===== config.mk =====
export PLATFORM = sky130hd
export DESIGN_NAME = vend_coin_ctrl
export DESIGN_NICKNAME = d
export VERILOG_FILES = /design/src/rtl/vend_coin_ctrl.sv
export SDC_FILE = /design/constraint.sdc
export NUM_CORES = 1
export LEC_CHECK = 0
export CAP_MARGIN = 5
export CELL_PAD_IN_SITES_DETAIL_PLACEMENT = 1
export CELL_PAD_IN_SITES_GLOBAL_PLACEMENT = 2
export CORE_MARGIN = 2
export CORE_UTILIZATION = 24
export DETAILED_ROUTE_END_ITERATION = 16
export GPL_TIMING_DRIVEN = 1
export HOLD_SLACK_MARGIN = 0.12
export PLACE_DENSITY = 0.62
export SKIP_CTS_REPAIR_TIMING = 1
export SKIP_LAST_GASP = 1
export SYNTH_ARGS = -nofsm -noshare
export SYNTH_HDL_FRONTEND = slang
export SYNTH_SLANG_ARGS = --single-unit

===== constraint.sdc =====
create_clock -name clock -period 7.24 [get_ports clock]
set_clock_uncertainty 0.1 [all_clocks]
set_input_delay 0.724 -clock clock [delete_from_list [all_inputs] [get_ports clock]]
set_output_delay 0.724 -clock clock [all_outputs]
set_load 0.01 [all_outputs]

===== src/rtl/vend_coin_ctrl.sv =====
// vend_coin_ctrl
// Coin-intake and dispense controller for the newspaper vending path.
// Two coin slots share one intake with round-robin fairness. Credit builds
// up against a programmable price. A dispense-motor handshake follows, then
// change or a timeout refund goes out through a separate return handshake.
//
// Ports
//   clock, reset            rising-edge clock, synchronous active-high reset
//   i_coin_a_valid/i_coin_a slot A coin present / code (01=5c, 10=10c)
//   o_coin_a_ready          slot A coin taken this cycle
//   i_coin_b_valid/i_coin_b slot B, same as slot A
//   o_coin_b_ready          slot B coin taken this cycle
//   o_coin_reject           one-cycle pulse after an invalid code is taken
//   o_dispense_req          request to dispense motor
//   i_dispense_ack          motor done
//   o_change_valid          change or refund pending
//   o_change_amt            cents to return, stable while o_change_valid
//   i_change_ack            coin return done
//   o_refund                pending return is a timeout refund
//   o_credit                current credit in cents
//   o_busy                  controller not idle
module vend_coin_ctrl #(
  parameter int PRICE    = 15,
  parameter int TIMEOUT  = 255,
  parameter int CREDIT_W = 5
) (
  input  logic                clock,
  input  logic                reset,
  input  logic                i_coin_a_valid,
  input  logic [1:0]          i_coin_a,
  output logic                o_coin_a_ready,
  input  logic                i_coin_b_valid,
  input  logic [1:0]          i_coin_b,
  output logic                o_coin_b_ready,
  output logic                o_coin_reject,
  output logic                o_dispense_req,
  input  logic                i_dispense_ack,
  output logic                o_change_valid,
  output logic [CREDIT_W-1:0] o_change_amt,
  input  logic                i_change_ack,
  output logic                o_refund,
  output logic [CREDIT_W-1:0] o_credit,
  output logic                o_busy
);

  localparam logic [2:0] ST_IDLE     = 3'd0;
  localparam logic [2:0] ST_COLLECT  = 3'd1;
  localparam logic [2:0] ST_DISPENSE = 3'd2;
  localparam logic [2:0] ST_CHANGE   = 3'd3;
  localparam logic [2:0] ST_REFUND   = 3'd4;

  // The timeout counter only needs to count 0..TIMEOUT-1; the refund
  // decision is taken on the cycle it sits at its last value.
  localparam int TCNT_W = (TIMEOUT > 1) ? $clog2(TIMEOUT) : 1;
  localparam logic [TCNT_W-1:0]   TCNT_LAST = TCNT_W'(TIMEOUT - 1);
  localparam logic [CREDIT_W-1:0] PRICE_C   = CREDIT_W'(PRICE);

  logic [2:0]          r_state;
  logic [CREDIT_W-1:0] r_credit;
  logic [TCNT_W-1:0]   r_tcnt;
  logic                r_rr_b;
  logic                r_reject;

  logic                w_open;
  logic                w_grant_a;
  logic                w_grant_b;
  logic                w_xfer;
  logic [1:0]          w_code;
  logic                w_code_ok;
  logic [CREDIT_W-1:0] w_value;
  logic [CREDIT_W-1:0] w_sum;
  logic [CREDIT_W-1:0] w_remain;

  // Intake is closed while reset is asserted so a source never sees its coin
  // taken on a cycle whose transfer reset then discards.
  assign w_open    = !reset && ((r_state == ST_IDLE) || (r_state == ST_COLLECT));
  // A lone valid slot always wins; with both valid, r_rr_b picks the slot.
  assign w_grant_a = i_coin_a_valid && (!i_coin_b_valid || !r_rr_b);
  assign w_grant_b = i_coin_b_valid && (!i_coin_a_valid ||  r_rr_b);

  assign o_coin_a_ready = w_open && w_grant_a;
  assign o_coin_b_ready = w_open && w_grant_b;

  assign w_xfer    = o_coin_a_ready || o_coin_b_ready;
  assign w_code    = o_coin_a_ready ? i_coin_a : i_coin_b;
  assign w_code_ok = (w_code == 2'b01) || (w_code == 2'b10);
  assign w_value   = (w_code == 2'b10) ? CREDIT_W'(10) : CREDIT_W'(5);
  assign w_sum     = r_credit + w_value;
  assign w_remain  = r_credit - PRICE_C;

  assign o_coin_reject  = r_reject;
  assign o_dispense_req = (r_state == ST_DISPENSE);
  assign o_change_valid = (r_state == ST_CHANGE) || (r_state == ST_REFUND);
  assign o_refund       = (r_state == ST_REFUND);
  // In CHANGE the credit already holds the remainder after the price was
  // taken, and in REFUND it holds the whole deposit, so credit is the amount.
  assign o_change_amt   = o_change_valid ? r_credit : '0;
  assign o_credit       = r_credit;
  assign o_busy         = (r_state != ST_IDLE);

  // Main sequencer: coin intake and timeout in IDLE/COLLECT, then the
  // dispense handshake, then the change/refund handshake back to IDLE.
  // An invalid coin is swallowed without touching credit, state or timeout.
  always_ff @(posedge clock) begin
    if (reset) begin
      r_state  <= ST_IDLE;
      r_credit <= '0;
      r_tcnt   <= '0;
      r_rr_b   <= 1'b0;
      r_reject <= 1'b0;
    end else begin
      r_reject <= w_xfer && !w_code_ok;
      if (w_xfer) begin
        r_rr_b <= o_coin_a_ready;
      end
      case (r_state)
        ST_IDLE, ST_COLLECT: begin
          if (w_xfer && w_code_ok) begin
            r_credit <= w_sum;
            r_tcnt   <= '0;
            r_state  <= (w_sum >= PRICE_C) ? ST_DISPENSE : ST_COLLECT;
          end else if ((r_state == ST_COLLECT) && !w_xfer) begin
            if (r_tcnt == TCNT_LAST) begin
              r_tcnt  <= '0;
              r_state <= ST_REFUND;
            end else begin
              r_tcnt <= r_tcnt + TCNT_W'(1);
            end
          end
        end
        ST_DISPENSE: begin
          if (i_dispense_ack) begin
            r_credit <= w_remain;
            r_state  <= (w_remain != '0) ? ST_CHANGE : ST_IDLE;
          end
        end
        ST_CHANGE, ST_REFUND: begin
          if (i_change_ack) begin
            r_credit <= '0;
            r_state  <= ST_IDLE;
          end
        end
        default: begin
          r_state <= ST_IDLE;
        end
      endcase
    end
  end

endmodule


==> results.md <==
- Layout area overhead: 25.4%
- Die Span Y: 79.6 um
- Standard-cell rows: 27
- Post-Place Cell Area: 0.00168 mm^2
- Cell Area, Synth: 0.00137 mm^2
- Seq pwr share: 32.7%
- Detailed placer's ending HPWL: 3060 um
- Most used flip-flop cell after synthesis: dfxtp_1
- Antenna diode count: 0
- Hold crit path type: reg -> reg
- Clock Path Buffers: 2
- H-Tree Depth: 1
- Ratio of cells with drive above 1 in the final layout: 4.17%
- Cell at the slowest stage of the critical path: clkdlybuf4s50_1
- Pint: 0.297 mW
- Max Slew Vio Count: 0
- Synth top area share: 26.3%
- Logic gate share of total power: 54.4%
- Max-slew headroom: 58.9%
- Drt pass-1 iters: 4
- RSZ-0062 raised after global routing: no
- #FFs+latches synth: 18
- Worst-Margin Slew: 614 ps
- Number of global-route vias before repair: 1,374
- Setup Total Neg Slack: 0 ps
- Status: finished clean
- CTS buffer count: 3
- Commonest non-fill, non-tap cells in the layout: clkdlybuf4s50_1, nor2_1, dfxtp_1
- Grt total ovfl: 0
- Final Hold Fails: 0
- Die area: 0.00634 mm^2
- Dpl ws: 2880 ps
- Gr usage total: 13.3%
- Post-Syn Nets: 189
- Clock power share: 12.9%
- Total placed cells including tap cells: 261
- First-pass GRT wire length: 6790 um
- Synth area leaders: dfxtp_1, ha_1, xnor2_1
- CP Cell Sequence: clkdlybuf4s50_1, nor2_1, nand3_1, mux2i_1, ha_1, inv_1, ha_1, fa_1, a21o_1, a21oi_1, xnor2_1, or3b_1, a211oi_2
- Fin worst setup slack: 3180 ps
- Shortest period the worst path allows: 4060 ps
- Synth cell types: 47
- CTS tree: done
- Worst path max stage delay: 820 ps
- Routed Antenna Nets: 0
- Post-synthesis sequential area ratio: 26.3%
- Cell Pwr Density: 307 mW/mm^2
- Switching pwr: 0.232 mW
- CP Capture Type: register
- Clock sink count: 18
- DRT Wirelength: 3920 um
- Critical Path Source Type: primary input
- Final setup violating endpoints: 0
- Max Freq: 247 MHz
- Cells after Synth: 169
- WP data required: 7310 ps
- Core ar.: 0.00551 mm^2
- Starting Density: 24.9%
- Area leader, netlist: dfxtp_1
- Die width: 79.6 um
- Largest net degree at the start of global routing: 19
- Maximum vdd drop: 0.0788 mV
- EDFF count, synth: 0
- Post-Syn Area per Cell: 8.12 um^2
- Number of remaining DRC errors: 0
- Final cell count without fillers: 264
- Async S/R FF share, synth: 0%
- Cell mode on critical path: ha_1
- Boundary pin count: 27
- Commonest non-fill, non-tap cell in the layout: clkdlybuf4s50_1
- Vias post-DR: 1,323
- Max_cap viols: 0
- Crit Path Class: in -> reg
- Worst Path Max Fanout: 15
- Placer's final routability congestion estimate: 0.735
- Initial DRC Count: 21
- Synth warnings: 0
- CTS Root Cell: clkbuf_8
- Wire length per cell: 14.9 um
- Routed vias/inst: 5.01
- Final Instance Area: 0.00172 mm^2
- Initial antenna violation count: 0
- Final worst-path cycle share: 56.0%
- Leak Pwr: 0.650 nW
- Crit path max-delay family: buffers and inverters
- Critical path buffers and inverters: 2
- CP Data Arrival Time: 4120 ps
- Switch share: 43.8%
- Clk slew on worst S/H paths: 60 ps
- Clk_lat worst skew: 250 ps
- Final nets: 214
- IO Port Bufs: 26
==> Yosys cell counts (4+ instances only) <==
cell      count
a21oi_1       5
and2_1        5
dfxtp_1      18
ha_1          9
inv_1         7
mux2i_1       6
nand2_1       9
nand3_1       9
nor2_1       21
nor3_1        7
o21ai_0       7
o21bai_1      4
xnor2_1      11
==> through the flow <==
stage,power (mW),util [%],hold WS (ps)
detailed placement,0.467,30.5,392
floorplan,0.361,-,362
global route,0.581,31.3,458
global placement,0.459,30.5,388
CTS,0.538,31.3,402
finish,0.528,31.3,398
==> worst paths after layout <==
kind               from  slack (ps)  depth (start not counted)    endpoint
min reg2reg      r_rr_b         400                          1      r_rr_b
min              r_rr_b         400                          1      r_rr_b
max reg2reg  r_state[2]        3360                         13  r_state[0]
max               reset        3180                         13  r_state[0]
==> flip-flops by register name (all words and copies together), names as in the netlist <==
register / cells
o_coin_reject: 1
r_tcnt: 8
r_state: 3
r_rr_b: 1
o_credit: 5
==> kinds of logic (layout without fill, tap and decap cells) <==
logic type / after synthesis / in the layout / share of synthesized area [%]
compound gates: 34 / 34 / 17.5
xor+xnor: 11 / 11 / 7.02
fa+ha+maj: 10 / 10 / 9.66
buf+inv: 13 / 36 / 5.01
flops: 18 / 18 / 26.3
mux: 7 / 7 / 5.20
simple gates: 76 / 76 / 29.4
==> worst register-to-register path: stages (launching register included) <==
cell and delay [ps]:
dfxtp_1 700, or2_1 450, nor2_1 100, nand3_1 180, mux2i_1 210, ha_1 270, inv_1 90, ha_1 220
fa_1 410, a21o_1 170, a21oi_1 170, xnor2_1 120, or3b_1 400, a211oi_2 210
==> area by class of cell <==
cell class / instances / area [um^2]
fill: 658 / 3780
multi-input combinational: 138 / 943
sequential: 18 / 360
timing repair buffer: 26 / 260
tap: 72 / 90.1
clock buffer: 3 / 41.3
inverter: 7 / 26.3
==> power groups by stage <==
stage                     clock network [mW]  logic (mW)  registers, mW
final                                 0.0682       0.287          0.173
after global routing                  0.0775       0.323          0.180
after CTS                             0.0718       0.292          0.174
after detailed placement                   0       0.291          0.176
after global placement                     0       0.284          0.176
after floorplan                            0       0.208          0.153
==> metal layers <==
metal  vias to the layer above  track usage, %  part of all wire (%)
met5                         -               0                     0
met4                         0            2.59                  0.64
met3                         4            1.47                   2.5
met2                        21            23.9                    50
met1                       645            17.1                    47
li1                        653               -                     -
(Power assumes the default switching activity.)
